==> src/rtl/lsu_pkg.sv <==
// Shared types and decode helpers for the MEM-stage Wishbone load/store unit.
package lsu_pkg;

   typedef enum logic [1:0] {
      ST_IDLE = 2'd0,
      ST_REQ  = 2'd1,
      ST_WAIT = 2'd2,
      ST_RESP = 2'd3
   } state_t;

   localparam logic [2:0] F3_B  = 3'b000;
   localparam logic [2:0] F3_H  = 3'b001;
   localparam logic [2:0] F3_W  = 3'b010;
   localparam logic [2:0] F3_BU = 3'b100;
   localparam logic [2:0] F3_HU = 3'b101;

   // funct3[1:0] encodes access width for both loads and stores.
   function automatic logic [3:0] calc_sel(input logic [2:0] funct3, input logic [1:0] addr_lo);
      case (funct3[1:0])
         2'b00:   calc_sel = 4'b0001 << addr_lo;
         2'b01:   calc_sel = 4'b0011 << addr_lo;
         default: calc_sel = 4'b1111;
      endcase
   endfunction

endpackage

==> src/rtl/lsu_align.sv <==
// Combinational byte-lane logic: store steering/sel/legality on the request side,
// lane extraction and sign/zero extension on the load-return side.
module lsu_align
   import lsu_pkg::*;
(
   input  logic        st_we,
   input  logic [2:0]  st_funct3,
   input  logic [1:0]  st_addr_lo,
   input  logic [31:0] st_wdata,
   output logic [3:0]  st_sel,
   output logic [31:0] st_bus_data,
   output logic        st_err,
   input  logic [2:0]  ld_funct3,
   input  logic [1:0]  ld_addr_lo,
   input  logic [31:0] ld_bus_data,
   output logic [31:0] ld_data
);

   logic        legal;
   logic        misaligned;
   logic [31:0] shifted;

   always_comb begin
      legal      = 1'b0;
      misaligned = 1'b0;
      case (st_funct3)
         F3_B, F3_H, F3_W: legal = 1'b1;
         F3_BU, F3_HU:     legal = !st_we;
         default:          legal = 1'b0;
      endcase
      case (st_funct3[1:0])
         2'b01:   misaligned = st_addr_lo[0];
         2'b10:   misaligned = (st_addr_lo != 2'b00);
         default: misaligned = 1'b0;
      endcase
      st_err = !legal || misaligned;
      st_sel = calc_sel(st_funct3, st_addr_lo);
   end

   // Replicating the low bits onto every lane lets sel alone pick the target bytes.
   always_comb begin
      case (st_funct3[1:0])
         2'b00:   st_bus_data = {4{st_wdata[7:0]}};
         2'b01:   st_bus_data = {2{st_wdata[15:0]}};
         default: st_bus_data = st_wdata;
      endcase
   end

   always_comb begin
      shifted = ld_bus_data >> {ld_addr_lo, 3'b000};
      case (ld_funct3)
         F3_B:    ld_data = {{24{shifted[7]}}, shifted[7:0]};
         F3_BU:   ld_data = {24'd0, shifted[7:0]};
         F3_H:    ld_data = {{16{shifted[15]}}, shifted[15:0]};
         F3_HU:   ld_data = {16'd0, shifted[15:0]};
         default: ld_data = ld_bus_data;
      endcase
   end

endmodule

==> src/rtl/lsu_wb_master.sv <==
// Wishbone B4 pipelined single-beat initiator for the MEM stage, one op outstanding.
// Handshake: an op is taken on a clk edge where req_valid && req_ready; rsp_valid is a one-cycle pulse.
module lsu_wb_master
   import lsu_pkg::*;
#(
   parameter int AW      = 20,
   parameter int TIMEOUT = 255
) (
   input  logic          clk,
   input  logic          reset,
   input  logic          req_valid,
   output logic          req_ready,
   input  logic          req_we,
   input  logic [31:0]   req_addr,
   input  logic [31:0]   req_wdata,
   input  logic [2:0]    req_funct3,
   input  logic [4:0]    req_rd,
   output logic          rsp_valid,
   output logic [31:0]   rsp_data,
   output logic [4:0]    rsp_rd,
   output logic          rsp_err,
   output logic          o_wb_cyc,
   output logic          o_wb_stb,
   output logic          o_wb_we,
   output logic [AW-3:0] o_wb_addr,
   output logic [31:0]   o_wb_data,
   output logic [3:0]    o_wb_sel,
   input  logic          i_wb_ack,
   input  logic          i_wb_stall,
   input  logic [31:0]   i_wb_data,
   output state_t        dbg_state
);

   localparam int CW = $clog2(TIMEOUT + 1);

   state_t        state_q, state_d;
   logic          started_q;
   logic [CW-1:0] cnt_q, cnt_d;
   logic          we_q;
   logic [2:0]    f3_q;
   logic [1:0]    lo_q;
   logic [4:0]    rd_q;

   logic          cyc_d, stb_d;
   logic          op_load, bus_load, rsp_set, rsp_clr;
   logic [31:0]   rsp_data_d;
   logic [4:0]    rsp_rd_d;
   logic          rsp_err_d;
   logic          accept;

   logic [3:0]    st_sel;
   logic [31:0]   st_bus_data;
   logic          st_err;
   logic [31:0]   ld_data;
   logic          unused_addr_bits;

   assign unused_addr_bits = ^req_addr[31:AW];

   lsu_align u_align (
      .st_we       (req_we),
      .st_funct3   (req_funct3),
      .st_addr_lo  (req_addr[1:0]),
      .st_wdata    (req_wdata),
      .st_sel      (st_sel),
      .st_bus_data (st_bus_data),
      .st_err      (st_err),
      .ld_funct3   (f3_q),
      .ld_addr_lo  (lo_q),
      .ld_bus_data (i_wb_data),
      .ld_data     (ld_data)
   );

   // started_q keeps req_ready low until the first edge after reset release.
   assign req_ready = started_q && (state_q == ST_IDLE);
   assign rsp_valid = (state_q == ST_RESP);
   assign accept    = req_valid && req_ready;
   assign dbg_state = state_q;

   always_comb begin
      state_d    = state_q;
      cnt_d      = cnt_q;
      cyc_d      = o_wb_cyc;
      stb_d      = o_wb_stb;
      op_load    = 1'b0;
      bus_load   = 1'b0;
      rsp_set    = 1'b0;
      rsp_clr    = 1'b0;
      rsp_data_d = '0;
      rsp_rd_d   = '0;
      rsp_err_d  = 1'b0;
      case (state_q)
         ST_IDLE: begin
            if (accept) begin
               op_load = 1'b1;
               if (st_err) begin
                  rsp_set   = 1'b1;
                  rsp_err_d = 1'b1;
                  rsp_rd_d  = req_we ? 5'd0 : req_rd;
                  state_d   = ST_RESP;
               end else begin
                  bus_load = 1'b1;
                  cyc_d    = 1'b1;
                  stb_d    = 1'b1;
                  state_d  = ST_REQ;
               end
            end
         end
         ST_REQ: begin
            if (!i_wb_stall) begin
               stb_d = 1'b0;
               cnt_d = '0;
               if (i_wb_ack) begin
                  cyc_d      = 1'b0;
                  rsp_set    = 1'b1;
                  rsp_data_d = we_q ? 32'd0 : ld_data;
                  rsp_rd_d   = we_q ? 5'd0 : rd_q;
                  state_d    = ST_RESP;
               end else begin
                  state_d = ST_WAIT;
               end
            end
         end
         ST_WAIT: begin
            if (i_wb_ack) begin
               cyc_d      = 1'b0;
               rsp_set    = 1'b1;
               rsp_data_d = we_q ? 32'd0 : ld_data;
               rsp_rd_d   = we_q ? 5'd0 : rd_q;
               state_d    = ST_RESP;
            end else if (cnt_q == CW'(TIMEOUT - 1)) begin
               cyc_d     = 1'b0;
               rsp_set   = 1'b1;
               rsp_err_d = 1'b1;
               rsp_rd_d  = we_q ? 5'd0 : rd_q;
               state_d   = ST_RESP;
            end else begin
               cnt_d = cnt_q + CW'(1);
            end
         end
         default: begin
            rsp_clr = 1'b1;
            state_d = ST_IDLE;
         end
      endcase
   end

   always_ff @(posedge clk or negedge reset) begin
      if (!reset) begin
         state_q   <= ST_IDLE;
         started_q <= 1'b0;
         cnt_q     <= '0;
         we_q      <= 1'b0;
         f3_q      <= 3'd0;
         lo_q      <= 2'd0;
         rd_q      <= 5'd0;
         o_wb_cyc  <= 1'b0;
         o_wb_stb  <= 1'b0;
         o_wb_we   <= 1'b0;
         o_wb_addr <= '0;
         o_wb_data <= 32'd0;
         o_wb_sel  <= 4'd0;
         rsp_data  <= 32'd0;
         rsp_rd    <= 5'd0;
         rsp_err   <= 1'b0;
      end else begin
         state_q   <= state_d;
         started_q <= 1'b1;
         cnt_q     <= cnt_d;
         o_wb_cyc  <= cyc_d;
         o_wb_stb  <= stb_d;
         if (op_load) begin
            we_q <= req_we;
            f3_q <= req_funct3;
            lo_q <= req_addr[1:0];
            rd_q <= req_rd;
         end
         if (bus_load) begin
            o_wb_we   <= req_we;
            o_wb_addr <= req_addr[AW-1:2];
            o_wb_data <= st_bus_data;
            o_wb_sel  <= st_sel;
         end
         if (rsp_set) begin
            rsp_data <= rsp_data_d;
            rsp_rd   <= rsp_rd_d;
            rsp_err  <= rsp_err_d;
         end else if (rsp_clr) begin
            rsp_data <= 32'd0;
            rsp_rd   <= 5'd0;
            rsp_err  <= 1'b0;
         end
      end
   end

endmodule

==> config.mk <==
export PLATFORM = sky130hd
export DESIGN_NAME = lsu_wb_master
export DESIGN_NICKNAME = d
export VERILOG_FILES = /design/src/rtl/lsu_pkg.sv /design/src/rtl/lsu_align.sv /design/src/rtl/lsu_wb_master.sv
export SDC_FILE = /design/constraint.sdc
export NUM_CORES = 1
export LEC_CHECK = 0
export CAP_MARGIN = 0
export CORE_ASPECT_RATIO = 0.75
export CORE_UTILIZATION = 42
export CTS_BUF_LIST = sky130_fd_sc_hd__clkbuf_16
export DETAILED_ROUTE_END_ITERATION = 16
export MAX_ROUTING_LAYER = met4
export PLACE_DENSITY = 0.78
export SETUP_SLACK_MARGIN = 0.15
export SLEW_MARGIN = 20
export SYNTH_ARGS = -nofsm -noshare
export SYNTH_HDL_FRONTEND = slang
export SYNTH_HIERARCHICAL = 1
export SYNTH_SLANG_ARGS = --single-unit
==> constraint.sdc <==
create_clock -name clk -period 2.1 [get_ports clk]
set_clock_uncertainty 0.05 [all_clocks]
set_input_delay 0.21 -clock clk [delete_from_list [all_inputs] [get_ports clk]]
set_output_delay 0.21 -clock clk [all_outputs]
set_load 0.01 [all_outputs]
==> results of run 1 <==
-- power by group through the flow --
stage                     combinational (W)  clock, W  sequential [W]
after CTS                           0.00620   0.00295         0.00393
after global routing                0.00681   0.00307         0.00407
after global placement              0.00573         0         0.00389
after detailed placement            0.00585         0         0.00394
final                               0.00642   0.00290         0.00395
after floorplan                     0.00297         0         0.00417
-- metal layers --
| metal | share of wire | global-route usage | vias up |
|---|---|---|---|
| met2 | 0.46 | 0.3858 | 287 |
| met3 | 0.084 | 0.06757 | 35 |
| met4 | 0.016 | 0.08618 | 0 |
| met5 | 0 | - | - |
| met1 | 0.44 | 0.3400 | 2598 |
| li1 | - | - | 2401 |
-- through the flow --
stage	cells	setup slack [ns]	hold WS (ns)	TNS (ns)	utilization
4_1_cts	955	0.1470	0.3028	0	0.6672
3_5_place_dp	913	-0.4977	0.3087	-39.59	0.6118
6_report	960	0.1850	0.2374	0	0.6741
3_3_place_gp	913	-0.4695	0.2948	-37.38	0.6118
2_1_floorplan	528	-0.1294	-0.1356	-2.388	-
5_1_grt	960	0.1441	0.2288	0	0.6741
-- synthesized netlist by cell type, drive strengths merged (5+ instances only) --
| master | count | area, um^2 |
|---|---|---|
| o21ai | 16 | 87.59 |
| nand3b | 7 | 52.55 |
| dfrtp | 117 | 2928 |
| a22oi | 13 | 97.59 |
| ha | 9 | 112.6 |
| o31ai | 6 | 45.04 |
| mux2i | 13 | 130.1 |
| nand3 | 9 | 45.04 |
| nand4b | 5 | 43.79 |
| a21oi | 14 | 70.07 |
| nand2 | 49 | 186.4 |
| o211ai | 6 | 45.04 |
| nand2b | 7 | 43.79 |
| a221oi | 5 | 43.79 |
| a22o | 45 | 402.9 |
| nor2b | 5 | 38.78 |
| nor2 | 11 | 43.80 |
| buf | 29 | 246.5 |
| a21o | 17 | 127.6 |
| mux2 | 82 | 923.4 |
| clkbuf | 15 | 57.55 |
| inv | 14 | 52.55 |
-- worst register-to-register path: cells and delay by family (launching register included) --
family / cells / cell delay [ns]
AO/OA/AOI/OAI: 3 / 0.72
buffers and inverters: 1 / 0.21
flip-flops: 1 / 0.45
multiplexers: 1 / 0.38
-- state kept, by name (all words and copies together) (netlist names) --
| register | cells |
|---|---|
| o_wb_cyc | 1 |
| cnt_q | 8 |
| rd_q | 5 |
| rsp_rd | 5 |
| started_q | 1 |
| o_wb_data | 32 |
| rsp_err | 1 |
| f3_q | 3 |
| o_wb_we | 1 |
| rsp_data | 32 |
| we_q | 1 |
| o_wb_addr | 18 |
| o_wb_stb | 1 |
| lo_q | 2 |
| o_wb_sel | 4 |
| dbg_state | 2 |
-- final timing paths --
kind	from	to	slack, ns	cells after the start
hold reg to reg	o_wb_data[15]	o_wb_data[15]	0.45	1
setup reg to reg	lo_q[1]	rsp_data[14]	0.19	5
setup / recovery	lo_q[1]	rsp_data[14]	0.19	5
min in group asynchronous	reset	rsp_data[24]	0.35	3
hold / removal	req_funct3[1]	f3_q[1]	0.24	3
max in group asynchronous	reset	dbg_state[0]	1.10	3
-- area by class of cell --
| type | instances | area share |
|---|---|---|
| clock buffer | 17 | 0.04529 |
| clock inverter | 15 | 0.01745 |
| inverter | 14 | 0.007593 |
| multi-input combinational | 357 | 0.3365 |
| sequential | 117 | 0.3121 |
| tap | 195 | 0.02598 |
| timing repair buffer | 245 | 0.2551 |
-- placed cells by master (no fill, tap or decap), types with 4 or more instances in the layout --
master,instances
mux2i_1,13
nand2_1,48
buf_4,43
nor2_1,9
o211ai_1,6
and3_4,5
clkbuf_16,17
nand2b_1,7
ha_4,6
nand3b_1,7
o31ai_1,5
nand3_1,9
dfrtp_1,114
nand4_1,4
mux2_2,43
a21oi_1,14
a22o_1,44
mux2_4,39
buf_12,4
o21ai_0,14
clkdlybuf4s50_1,192
a21o_1,17
a221oi_1,5
a22oi_1,13
clkinvlp_4,5
inv_1,10
nand4b_1,5
-- what timing repair did --
action / CTS / global route
pin swaps: 4 / 2
resized for setup: 23 / 17
setup buffers: 5 / 4
gates cloned: 4 / 1
hold buffers: 1 / 0
endpoints found under the hold margin: 117 / 0
endpoints found under the setup margin: 96 / 46
-- kinds of logic after synthesis --
group                    count (synthesis)  share of synthesized area
flip-flops                             117                     0.4792
other                                    1                  0.0006138
adder cells (fa/ha/maj)                  9                    0.01843
multiplexers                            96                     0.1761
buffers and inverters                   58                    0.05836
AND/OR/NAND/NOR                        109                    0.09543
AO/OA/AOI/OAI                          138                     0.1718
==> run_results.csv, run 1 <==
group,metric,value,unit
logic_synthesis,synth_edf_count,0,
power,p_per_area,1413,mW/mm^2
cells_and_area,synthToLayoutAreaGrowth,53.74,%
place,detailed_place_hpwl,12170,um
status,status,"finished, final reports clean",
power,comb_power_share,0.484,
setup_path,endpoint_kind,"flip-flop",
die,fp.dieArea,0.01504,mm^2
setup_path,critPathSlowestCell,"dfrtp_2",
drt,dr.pass1.iters,5,
drt,postRouteAntennaNets,0,
logic_synthesis,synth_nets,647,
logic_synthesis,syn_area,0.006110,mm^2
power,clkPwrFrac,0.218,
setup_path,crit_family,"compound AO/OA/AOI/OAI gates",
die,num_rows,37,
global_routing,first_global_vias,5274,
logic_synthesis,yosys.cell_types.count,52,
sta,final_hold_viol_count,0,
sta,setup_viol,0,
place,place_area,0.008526,mm^2
sta,slew_headroom,0.5655,
power,p_sw,0.004563,W
run,drv_cap,0,
die,ios,209,
cells_and_area,regArea,0.002932,mm^2
cells_and_area,finalInstanceArea,0.009393,mm^2
die,core_area,0.01393,mm^2
logic_synthesis,ys_seq_area_frac,0.4792,
clocking,cts_tree,"done",
setup_path,worst-path-buf-inv,1,
cells_and_area,nets,871,
logic_synthesis,syn_area_per_cell,11.57,um^2
setup_path,start_kind,"flip-flop",
setup_path,path_max_fanout,8,
setup_path,crit_type,"reg -> reg",
global_routing,gr-usage-all-layers,0.2579,
sta,fmax,522.2,MHz
clocking,htreeDepth,4,
power,total_power,0.01327,W
place,io_buffer_count,196,
global_routing,grt_pass1_wl,28670,um
cells_and_area,antenna_cells,0,
sta,tightest_slew,0.6517,ns
logic_synthesis,synth-main-ff-cell,"dfrtp_1",
power,swShare,0.3438,
die,chipHeight,106.5,um
cells_and_area,multi_input_area,0.003161,mm^2
cells_and_area,final_layout_size_suffix_gt1_frac,0.2627,
min_path,hp-class,"in -> reg",
clocking,ctsRootBufferMaster,"clkbuf_16",
power,p_leak,4.294,nW
drt,wl,18410,um
drt,dr.first_iter.drc_count,541,
place,routabilityCongestion,0.8494,
setup_path,path_cells,"buf_4, mux2_2, a221oi_1, o31ai_2, a22o_1",
sta,rsz0062_at_grt,"no",
global_routing,grt_start_max_net_pins,118,
drt,viasPerCell,5.543,
clocking,clock-sinks,117,
power,p_seq_frac,0.298,
clocking,clockBufferDepth,2,
clocking,numCtsBuffers,17,
drt,via_count,5321,
setup_path,cp.arrival,2.16,ns
logic_synthesis,synth_warnings,6,
logic_synthesis,async_reset_ff_frac,1.000,
power,p_int,0.008709,W
drt,drc,0,
clocking,clk_latency,0.42,ns
sta,slew_violations,0,
global_routing,grt_overflow,0,
global_routing,antenna_found_initial,0,
cells_and_area,fill_cells,979,
sta,layout_worst_path_cycle_share,0.9119,
die,die_x,141.3,um
setup_path,cp_slowest_stage_delay,0.45,ns
drt,wl_per_cell,19.18,um
power,peakVddDrop,0.0008184,V
clocking,clk_transition_reported_paths,0.06,ns
sta,finalCriticalPeriod,1.915,ns
logic_synthesis,syn-instance-count,528,
die,initial_utilization,0.4384,
logic_synthesis,ys_ff_latch,117,
setup_path,cp_data_required_time,2.35,ns
Note: power is estimated with default switching activity, not from simulation.
==> run 2: changes to the inputs <==
- CORE_UTILIZATION: 42 -> 58
- DONT_BUFFER_PORTS: unset -> 1
- PLACE_DENSITY: 0.78 -> 0.76
- SLEW_MARGIN: 20 -> 10
==> run 2 against run 1 <==
The flow now finishes with violations (hold timing). Flip-flop and latch count unchanged. Total power decreased by 15%. Wire length decreased by 5.9%. Combinational power decreased by 39%. First-iteration DRC count decreased by 9.2%. Hold slack got worse by 0.79 ns. Register-to-register slack about the same. Utilization increased by 6.9 points. Critical path depth unchanged. Largest power group is now sequential cells. Highest routed layer unchanged.
==> run_results.csv, run 2 (synthesized netlist as in run 1, its figures left out) <==
group,metric,value,unit
clocking,clk_latency,0.41,ns
cells_and_area,final_common_cell,"dfrtp_1",
drt,postRouteAntennaNets,0,
setup_path,start_kind,"flip-flop",
die,chipHeight,90.89,um
clocking,clockBufferDepth,2,
die,initial_utilization,0.5961,
cells_and_area,reg_top3,"o_wb_data (32), rsp_data (32), o_wb_addr (18)",
global_routing,grt_overflow,0,
clocking,cts_tree,"done",
global_routing,grt_start_max_net_pins,118,
cells_and_area,antenna_cells,0,
clocking,numCtsBuffers,17,
sta,setup_viol,0,
sta,slew_violations,0,
cells_and_area,nets,701,
cells_and_area,final_layout_size_suffix_gt1_frac,0.2744,
min_path,hp-class,"in -> async",
place,place_area,0.006350,mm^2
drt,dr.first_iter.drc_count,491,
sta,finalCriticalPeriod,1.906,ns
power,peakVddDrop,0.0008840,V
place,io_buffer_count,0,
drt,dr.pass1.iters,6,
drt,viasPerCell,6.586,
setup_path,endpoint_kind,"flip-flop",
setup_path,path_max_fanout,8,
die,ios,209,
global_routing,grt_pass1_wl,26350,um
cells_and_area,layout_common_cells,"114 x dfrtp_1, 54 x dlygate4sd3_1, 48 x nand2_1",
sta,fmax,524.7,MHz
place,detailed_place_hpwl,10590,um
sta,rsz0062_at_grt,"yes",
cells_and_area,finalInstanceArea,0.007616,mm^2
setup_path,crit_type,"reg -> reg",
sta,layout_worst_path_cycle_share,0.9076,
clocking,clock-sinks,117,
drt,via_count,4808,
status,status,"finished with violations",
clocking,postCtsHoldBufs,54,
sta,setup_tns,0,ns
power,p_leak,3.648,nW
sta,hold-worst-slack,-0.5521,ns
sta,slew_headroom,0.6355,
die,core_area,0.01025,mm^2
setup_path,cp.arrival,2.14,ns
sta,layout_setup_ws,0.1940,ns
global_routing,antenna_found_initial,0,
cells_and_area,fin_util,0.7430,
drt,drc,0,
global_routing,gr-usage-all-layers,0.3259,
die,fp.dieArea,0.01095,mm^2
cells_and_area,synthToLayoutAreaGrowth,24.66,%
clocking,clk_transition_reported_paths,0.05,ns
setup_path,cp_data_required_time,2.34,ns
sta,tightest_slew,0.5457,ns
place,pre_cts_ws,0.05382,ns
status,failed_checks,"hold timing",
clocking,ctsRootBufferMaster,"clkbuf_16",
drt,wl_per_cell,23.73,um
place,routabilityCongestion,0.8925,
run,drv_cap,0,
die,die_x,120.5,um
clocking,htreeDepth,4,
die,num_rows,32,
global_routing,first_global_vias,4837,
power,p_per_area,1485,mW/mm^2
sta,final_hold_viol_count,117,
drt,wl,17330,um
## run 2: layout make-up
class	count	area, um^2
Multi-Input combinational cell	355	3082
Sequential cell	117	2932
Fill cell	653	2634
Timing Repair Buffer	77	780.7
Clock buffer	17	425.4
Tap cell	136	170.2
Clock inverter	14	161.4
Inverter	14	65.06
## run 2: final timing paths
kind / start / endpoint / slack, ns / cells past startpoint
worst max-delay path: lo_q[0] / rsp_data[18] / 0.19 / 5
worst min-delay path: reset / o_wb_addr[5] / -0.55 / 0
worst max register to register: lo_q[0] / rsp_data[18] / 0.19 / 5
worst min register to register: rd_q[1] / rd_q[1] / 0.49 / 1
max in group asynchronous: reset / rsp_data[3] / 2.38 / 0
min in group clk: i_wb_data[29] / rsp_data[29] / 0.01 / 2
## run 2: worst max-delay path, cell delays in order, from the launching register on
cell and delay, ns:
dfrtp_1 0.37, mux4_2 0.54, and3_4 0.21, a31o_4 0.24, a21o_1 0.16, a22o_1 0.21
## run 2: repair_timing
item                       CTS  global route
pin swaps                    0             4
setup endpoints to repair   93            97
cloned                       1             2
hold endpoints to repair   172           117
setup buffers                1             2
gates resized for setup      3            15
## run 2: per-layer routing
metal / global-route usage / up-vias / part of all wire
li1: - / 2057 / -
met1: 0.4054 / 2329 / 0.39
met2: 0.4909 / 344 / 0.46
met3: 0.1042 / 78 / 0.12
met4: 0.1379 / 0 / 0.034
met5: - / - / 0
## run 2: power breakdown
part / internal [W] / leakage (nW) / switching, W / total (W)
sequential: 0.00322 / 1.49 / 0.00129 / 0.00452
combinational: 0.00205 / 1.87 / 0.00188 / 0.00393
clock: 0.00185 / 0.290 / 0.00102 / 0.00287
## run 2: metrics by stage
| stage | cells | power [W] |
|---|---|---|
| global route | 730 | 0.01184 |
| CTS | 726 | 0.01096 |
| detailed placement | 639 | 0.007898 |
| global placement | 639 | 0.007732 |
| finish | 730 | 0.01131 |
| floorplan | 528 | 0.007141 |
